**src/rtl/bp_cce_inst_fetch_pred.sv**
```systemverilog
// ---------------------------------------------------------------------------
// bp_cce_inst_fetch_pred
//
// Instruction fetch front end for the CCE. Owns the fetch PC, issues reads to
// an external synchronous instruction RAM with one cycle of read latency, and
// predecodes each returned word to choose the next fetch PC. Fetched words are
// held in a 2-entry queue toward the decoder (valid/yumi handshake). A
// redirect from execute flushes everything and restarts fetch.
//
// Ports
//   clk_i              clock
//   reset_i            asynchronous active-high reset
//   fetch_en_i         permits new RAM reads
//   ram_v_o            RAM read strobe this cycle
//   ram_addr_o         RAM read address (always the next fetch PC)
//   ram_data_i         RAM read data, valid the cycle after ram_v_o
//   redirect_v_i       flush queue and in-flight read, restart fetch
//   redirect_pc_i      restart PC
//   inst_v_o           queue head valid
//   inst_o             head instruction (0 when empty)
//   inst_pc_o          head PC (0 when empty)
//   inst_pred_taken_o  head predicted taken (0 when empty)
//   inst_pred_pc_o     head predicted next PC (0 when empty)
//   inst_yumi_i        decoder consumes head; only legal while inst_v_o = 1
//
// Prediction modes (predict_mode_p)
//   0 : never taken
//   1 : taken iff branch flag and predict flag are both set
//   2 : taken iff branch flag is set
// ---------------------------------------------------------------------------
module bp_cce_inst_fetch_pred #(
  parameter int width_p        = 8,
  parameter int inst_width_p   = 48,
  parameter int branch_bit_p   = 0,
  parameter int predict_bit_p  = 1,
  parameter int target_lsb_p   = 2,
  parameter int predict_mode_p = 1,
  parameter int boot_pc_p      = 0
) (
  input  logic                    clk_i,
  input  logic                    reset_i,
  input  logic                    fetch_en_i,
  output logic                    ram_v_o,
  output logic [width_p-1:0]      ram_addr_o,
  input  logic [inst_width_p-1:0] ram_data_i,
  input  logic                    redirect_v_i,
  input  logic [width_p-1:0]      redirect_pc_i,
  output logic                    inst_v_o,
  output logic [inst_width_p-1:0] inst_o,
  output logic [width_p-1:0]      inst_pc_o,
  output logic                    inst_pred_taken_o,
  output logic [width_p-1:0]      inst_pred_pc_o,
  input  logic                    inst_yumi_i
);

  localparam logic [width_p-1:0] boot_pc_lp = width_p'(boot_pc_p);

  // One queued instruction together with its predecode result.
  typedef struct packed {
    logic [inst_width_p-1:0] inst;
    logic [width_p-1:0]      pc;
    logic                    pred_taken;
    logic [width_p-1:0]      pred_pc;
  } entry_t;

  // -------------------------------------------------------------------------
  // State
  // -------------------------------------------------------------------------
  logic [width_p-1:0] fetch_pc_r;     // next PC to fetch when nothing is in flight
  logic               inflight_r;     // a RAM read issued last cycle returns now
  logic [width_p-1:0] inflight_pc_r;  // PC of that read
  logic [1:0]         count_r;        // queue occupancy, 0..2
  entry_t             queue_r [2];    // slot 0 is always the head

  // -------------------------------------------------------------------------
  // Predecode of the returning word
  // -------------------------------------------------------------------------
  logic               pd_branch;
  logic               pd_predict;
  logic               pd_taken;
  logic [width_p-1:0] pd_target;
  logic [width_p-1:0] pd_pred_pc;

  // NOTE: every signal written in an always_comb gets a default at the top of
  // the block, so no path through the case/if leaves it unassigned (no latch).
  always_comb begin
    pd_taken   = 1'b0;
    pd_branch  = ram_data_i[branch_bit_p];
    pd_predict = ram_data_i[predict_bit_p];
    pd_target  = ram_data_i[target_lsb_p +: width_p];
    case (predict_mode_p)
      0:       pd_taken = 1'b0;
      2:       pd_taken = pd_branch;
      default: pd_taken = pd_branch & pd_predict;
    endcase
    // Sequential successor wraps naturally at 2^width_p.
    pd_pred_pc = pd_taken ? pd_target : inflight_pc_r + width_p'(1);
  end

  // -------------------------------------------------------------------------
  // Issue / enqueue / dequeue decisions
  // -------------------------------------------------------------------------
  logic [width_p-1:0] next_pc;
  logic               yumi_ok;    // yumi qualified by a non-empty queue
  logic [1:0]         occupancy;  // count + in-flight after this cycle's yumi
  logic               issue;
  logic               enq;
  logic               deq;
  logic               wr_idx;     // slot the returning word is written into
  entry_t             enq_entry;

  always_comb begin
    // The word returning this cycle, once predecoded, names the next PC;
    // otherwise the held fetch PC does.
    next_pc   = inflight_r ? pd_pred_pc : fetch_pc_r;
    yumi_ok   = inst_yumi_i & (count_r != 2'd0);
    occupancy = count_r + {1'b0, inflight_r} - {1'b0, yumi_ok};

    // Issue only if the result is guaranteed a queue slot when it returns.
    // The yumi term makes this a combinational path from inst_yumi_i.
    issue = fetch_en_i & ~redirect_v_i & ~reset_i & (occupancy < 2'd2);

    enq = inflight_r & ~redirect_v_i;
    deq = yumi_ok & ~redirect_v_i;

    // With a dequeue the surviving entry moves to slot 0, so the tail slot is
    // the occupancy left after the dequeue.
    wr_idx = (count_r == 2'd2) | ((count_r == 2'd1) & ~deq);

    enq_entry.inst       = ram_data_i;
    enq_entry.pc         = inflight_pc_r;
    enq_entry.pred_taken = pd_taken;
    enq_entry.pred_pc    = pd_pred_pc;
  end

  assign ram_v_o    = issue;
  assign ram_addr_o = next_pc;

  // -------------------------------------------------------------------------
  // Control state
  // -------------------------------------------------------------------------
  // NOTE: sequential state is written with non-blocking assignments so every
  // flop samples the pre-edge values of the others, independent of order.
  always_ff @(posedge clk_i or posedge reset_i) begin
    if (reset_i) begin
      fetch_pc_r    <= boot_pc_lp;
      inflight_r    <= 1'b0;
      inflight_pc_r <= boot_pc_lp;
      count_r       <= 2'd0;
    end else if (redirect_v_i) begin
      // Redirect wins over everything: drop the queue, drop the returning
      // word and ignore any yumi this cycle.
      fetch_pc_r <= redirect_pc_i;
      inflight_r <= 1'b0;
      count_r    <= 2'd0;
    end else begin
      if (issue) begin
        inflight_r    <= 1'b1;
        inflight_pc_r <= next_pc;
      end else begin
        // No read this cycle: park the predicted PC so fetch resumes there.
        inflight_r <= 1'b0;
        fetch_pc_r <= next_pc;
      end
      count_r <= count_r + {1'b0, enq} - {1'b0, deq};
    end
  end

  // -------------------------------------------------------------------------
  // Queue payload
  // -------------------------------------------------------------------------
  // NOTE: the payload slots carry no reset; count_r alone says which slots
  // hold live data, and the outputs are forced to zero while empty.
  always_ff @(posedge clk_i) begin
    if (deq && (count_r == 2'd2)) begin
      queue_r[0] <= queue_r[1];
    end
    if (enq) begin
      queue_r[wr_idx] <= enq_entry;
    end
  end

  // -------------------------------------------------------------------------
  // Head outputs
  // -------------------------------------------------------------------------
  assign inst_v_o          = (count_r != 2'd0);
  assign inst_o            = inst_v_o ? queue_r[0].inst       : '0;
  assign inst_pc_o         = inst_v_o ? queue_r[0].pc         : '0;
  assign inst_pred_taken_o = inst_v_o ? queue_r[0].pred_taken : 1'b0;
  assign inst_pred_pc_o    = inst_v_o ? queue_r[0].pred_pc    : '0;

  // -------------------------------------------------------------------------
  // Protocol checks (simulation)
  // -------------------------------------------------------------------------
  // The issue rule reserves a slot for every read, so a full queue can never
  // receive a word without also losing its head.
  a_no_overflow : assert property (@(posedge clk_i) disable iff (reset_i)
    !(enq && !deq && (count_r == 2'd2)));

  // The decoder may only consume a valid head.
  a_yumi_legal : assert property (@(posedge clk_i) disable iff (reset_i)
    inst_yumi_i |-> inst_v_o);

endmodule

```
**config.mk**
```make
export PLATFORM = sky130hd
export DESIGN_NAME = bp_cce_inst_fetch_pred
export DESIGN_NICKNAME = d
export VERILOG_FILES = /design/src/rtl/bp_cce_inst_fetch_pred.sv
export SDC_FILE = /design/constraint.sdc
export NUM_CORES = 1
export LEC_CHECK = 0
export BUFFER_PORTS_ARGS = -buffer_cell sky130_fd_sc_hd__buf_2
export CORE_MARGIN = 2
export CORE_UTILIZATION = 29
export CTS_CLUSTER_SIZE = 8
export DETAILED_ROUTE_END_ITERATION = 7
export HOLD_SLACK_MARGIN = 0.03
export PLACE_DENSITY_LB_ADDON = 0.05
export SLEW_MARGIN = 15
export SYNTH_ARGS = -nofsm -noshare
export SYNTH_HDL_FRONTEND = slang
export SYNTH_SLANG_ARGS = --single-unit
export TNS_END_PERCENT = 5
```
**constraint.sdc**
```tcl
create_clock -name clk_i -period 8.25 [get_ports clk_i]
set_input_delay 0.4125 -clock clk_i [delete_from_list [all_inputs] [get_ports clk_i]]
set_output_delay 0.4125 -clock clk_i [all_outputs]
set_load 0.005 [all_outputs]
```
==> impl_metrics.csv <==
group,metric,value,unit
power,design_power_total,1.80,mW
clocking,cts_made_buffers,17,
synthesis,synthTopCellsByArea,"edfxtp_1 61%, mux2_1 11%, dfrtp_1 7.4%",
synthesis,synth_seq_cells,149,
clocking,cts_sinks,149,
worst_setup_path,reg2reg_depth,9,
worst_hold_path,min_path_type,"primary input to async pin",
cells_and_area,final_util,36.4,%
sta,setup_viol,0,
synthesis,ys_seq_area_share,68.2,%
worst_setup_path,worst-path-buf-inv,2,
global_route,grt_overflow_total,0,
cells_and_area,layout_common_cells,"135 x buf_2, 130 x edfxtp_1, 66 x and2_1",
status,status,"finished clean",
sta,hold_ws,0.143,ns
clocking,cts_resized,0,
worst_setup_path,cp-end-kind,"output pin",
floorplanning,fp.dieW,153,microns
route,vias,3873,
worst_setup_path,r2r-end,"fetch_pc_r[6]",
route,first_pass_iters,4,
clocking,ctsRootBufferMaster,"clkbuf_16",
sta,fin_skew,0.0104,ns
route,via_per_inst,4.49,
worst_setup_path,rrSetupSlack,5.43,ns
cells_and_area,diodes,0,
cells_and_area,fillers,2157,
worst_setup_path,startpoint_type,"flip-flop",
route,ant_nets,0,
clocking,cts_tree,"done",
floorplanning,rows,54,
route,drc,0,
clocking,htree_levels,4,
floorplanning,core,0.0218,sq mm
sta,max_freq,344,MHz
worst_setup_path,r2r_start,"count_r[1]",
cells_and_area,layout-drive-gt1-share,31.3,%
sta,drv_slew,0,
sta,final-hold-violation-count,0,
floorplanning,dieArea,0.0233,sq mm
synthesis,syn_inst,432,
cells_and_area,finalNetCount,634,
worst_setup_path,crit_type,"flip-flop to output pin",
global_route,grt_max_degree,68,
sta,finalSetupTns,0,ns
cells_and_area,register_area,0.00438,sq mm
sta,setup_ws,5.35,ns
floorplanning,start_util,29.5,%
worst_setup_path,worstPathMaxFanout,15,
sta,rsz0062_at_grt,"false",
worst_setup_path,critical_path.slowest_cell,"dfrtp_1",
floorplanning,die_h,153,microns
clocking,cts_setup_buffers,0,
worst_setup_path,cp.required,7.84,ns
global_route,antenna_found_initial,0,
floorplanning,io_pins,136,
worst_setup_path,cp_data_arrival_time,2.49,ns
global_route,grt_pass1_vias,3880,
placed_design,port_buffers,135,
clocking,clock_latency,0.42,ns
global_route,grt_pass1_wl,22500,microns
power,ir_worst_vdd,0.113,mV
route,wire_per_inst,16.7,microns
placed_design,pre_cts_ws,5.44,ns
power,power_density,227,mW/mm^2
cells_and_area,syn_to_final_growth,23.5,%
synthesis,yosys.cell_types.count,41,
clocking,clk_path_buf_depth,2,
synthesis,synthesis.nets,497,
placed_design,gp_congestion,0.725,
synthesis,synth.top_cell.area_share,60.8,%
worst_setup_path,crit_chain,"or2_2 > and2_1 > ha_1 > xor2_1 > xnor2_1 > nand3_2 > inv_2 > buf_2",
cells_and_area,multi_input_area,0.00189,sq mm
global_route,grt.total_usage,12.5,%
job,drv_cap,0,
sta,min_period,2.90,ns
synthesis,syn_area,0.00642,sq mm
synthesis,synth_top_area_cell,"edfxtp_1",
clocking,holdBufCountCts,0,
route,drtIter0Drc,135,
worst_setup_path,critPathMaxStageDelay,0.44,ns
synthesis,syn_avg_cell_area,14.9,sq um
sta,slew_headroom,31.4,%
clocking,clkTransAtPathRegs,0.06,ns
sta,fin_crit_sh,35.2,%
cells_and_area,final_common_cell,"buf_2",
placed_design,dpl.hpwl,8970,microns
synthesis,synth_warnings,0,
sta,worstMarginPinSlew,1.03,ns
power,leakage,3.14,nW
worst_setup_path,cpLargestDelayFamily,"simple AND/OR/NAND/NOR gates",
route,finalWirelength,14400,microns
==> synthesized netlist by cell type <==
library cell and number:
o221ai_1 1, mux2_2 2, a31oi_2 1, nand3_2 1
nor3_1 1, o21ai_1 9, o211a_1 1, buf_1 1
clkbuf_1 9, o21ai_0 1, a22o_1 1, dfrtp_1 19
ha_1 4, o22a_1 1, or3_1 1, nor2b_1 4
and2_1 67, mux2i_1 5, buf_2 5, nand2b_1 5
a221o_1 1, o211ai_1 1, a21o_1 1, o22ai_1 3
nor2_1 16, inv_2 4, a31oi_1 2, and3_1 4
inv_1 8, nand2_1 20, o21a_1 2, mux2_1 65
a21oi_1 12, edfxtp_1 130, or2_1 3, a22oi_1 2
xor2_1 3, xnor2_1 4, a41oi_1 1, buf_6 5
nand3_1 6
==> worst register-to-register path: cells and delay by family (launching register included) <==
kind | cells | cell delay (ns)
adders and majority gates | 1 | 0.18
buffers and inverters | 1 | 0.37
xor gates and xnor gates | 2 | 0.39
DFF | 1 | 0.44
AOI/OAI and AO/OA | 1 | 0.36
and+or+nand+nor | 4 | 0.95
==> kinds of logic (layout without fill, tap and decap cells) <==
kind of cell	count (synthesis)	after routing	synth area share (%)
flops	149	149	68.2
simple gates	128	128	11.0
mux	72	72	12.5
compound gates	40	40	3.96
buf+inv	32	182	2.55
xor+xnor	7	7	0.955
fa+ha+maj	4	4	0.780
==> sequential cells by signal, indices dropped and copies added, names as in the netlist <==
signal         cells
count_r            2
fetch_pc_r         8
inflight_pc_r      8
inflight_r         1
queue_r          130
==> per-stage QoR <==
stage	instance area, sq um	instances
2_1_floorplan	6420	432
3_3_place_gp	7360	830
3_5_place_dp	7360	830
4_1_cts	7930	862
5_1_grt	7930	862
6_report	7930	862
==> report_power, final <==
group	switching, mW	leakage [nW]	internal [mW]	total [mW]
clock	0.313	0.267	0.413	0.726
sequential	0.0323	1.41	0.857	0.889
combinational	0.105	1.46	0.0796	0.184
==> layer usage <==
layer	global-route usage, %	part of all wire (%)	wire [microns]
met3	3.10	4.2	601
met1	17.0	49	7040
met4	3.97	1.1	157
met2	19.7	46	6630
met5	0	0	0
==> how the worst max path moves through the flow <==
stage                          endpoint  slack (ns)        from  cells after the start
after detailed placement  fetch_pc_r[6]        5.44  count_r[1]                      9
after CTS                       ram_v_o        5.31  count_r[1]                      8
final                           ram_v_o        5.35  count_r[1]                      8
after global placement    fetch_pc_r[6]        5.42  count_r[1]                      9
after floorplan           queue_r[0][0]        2.34  inflight_r                      4
after global routing            ram_v_o        5.18  count_r[1]                      8
==> final cells by class <==
class / instances / share of cell area (%)
clock buffer: 19 / 5.86
clock inverter: 13 / 1.23
inverter: 12 / 0.568
multi-input combinational: 251 / 23.9
sequential: 149 / 55.3
tap: 280 / 4.42
timing repair buffer: 138 / 8.81
(Power assumes the default switching activity.)
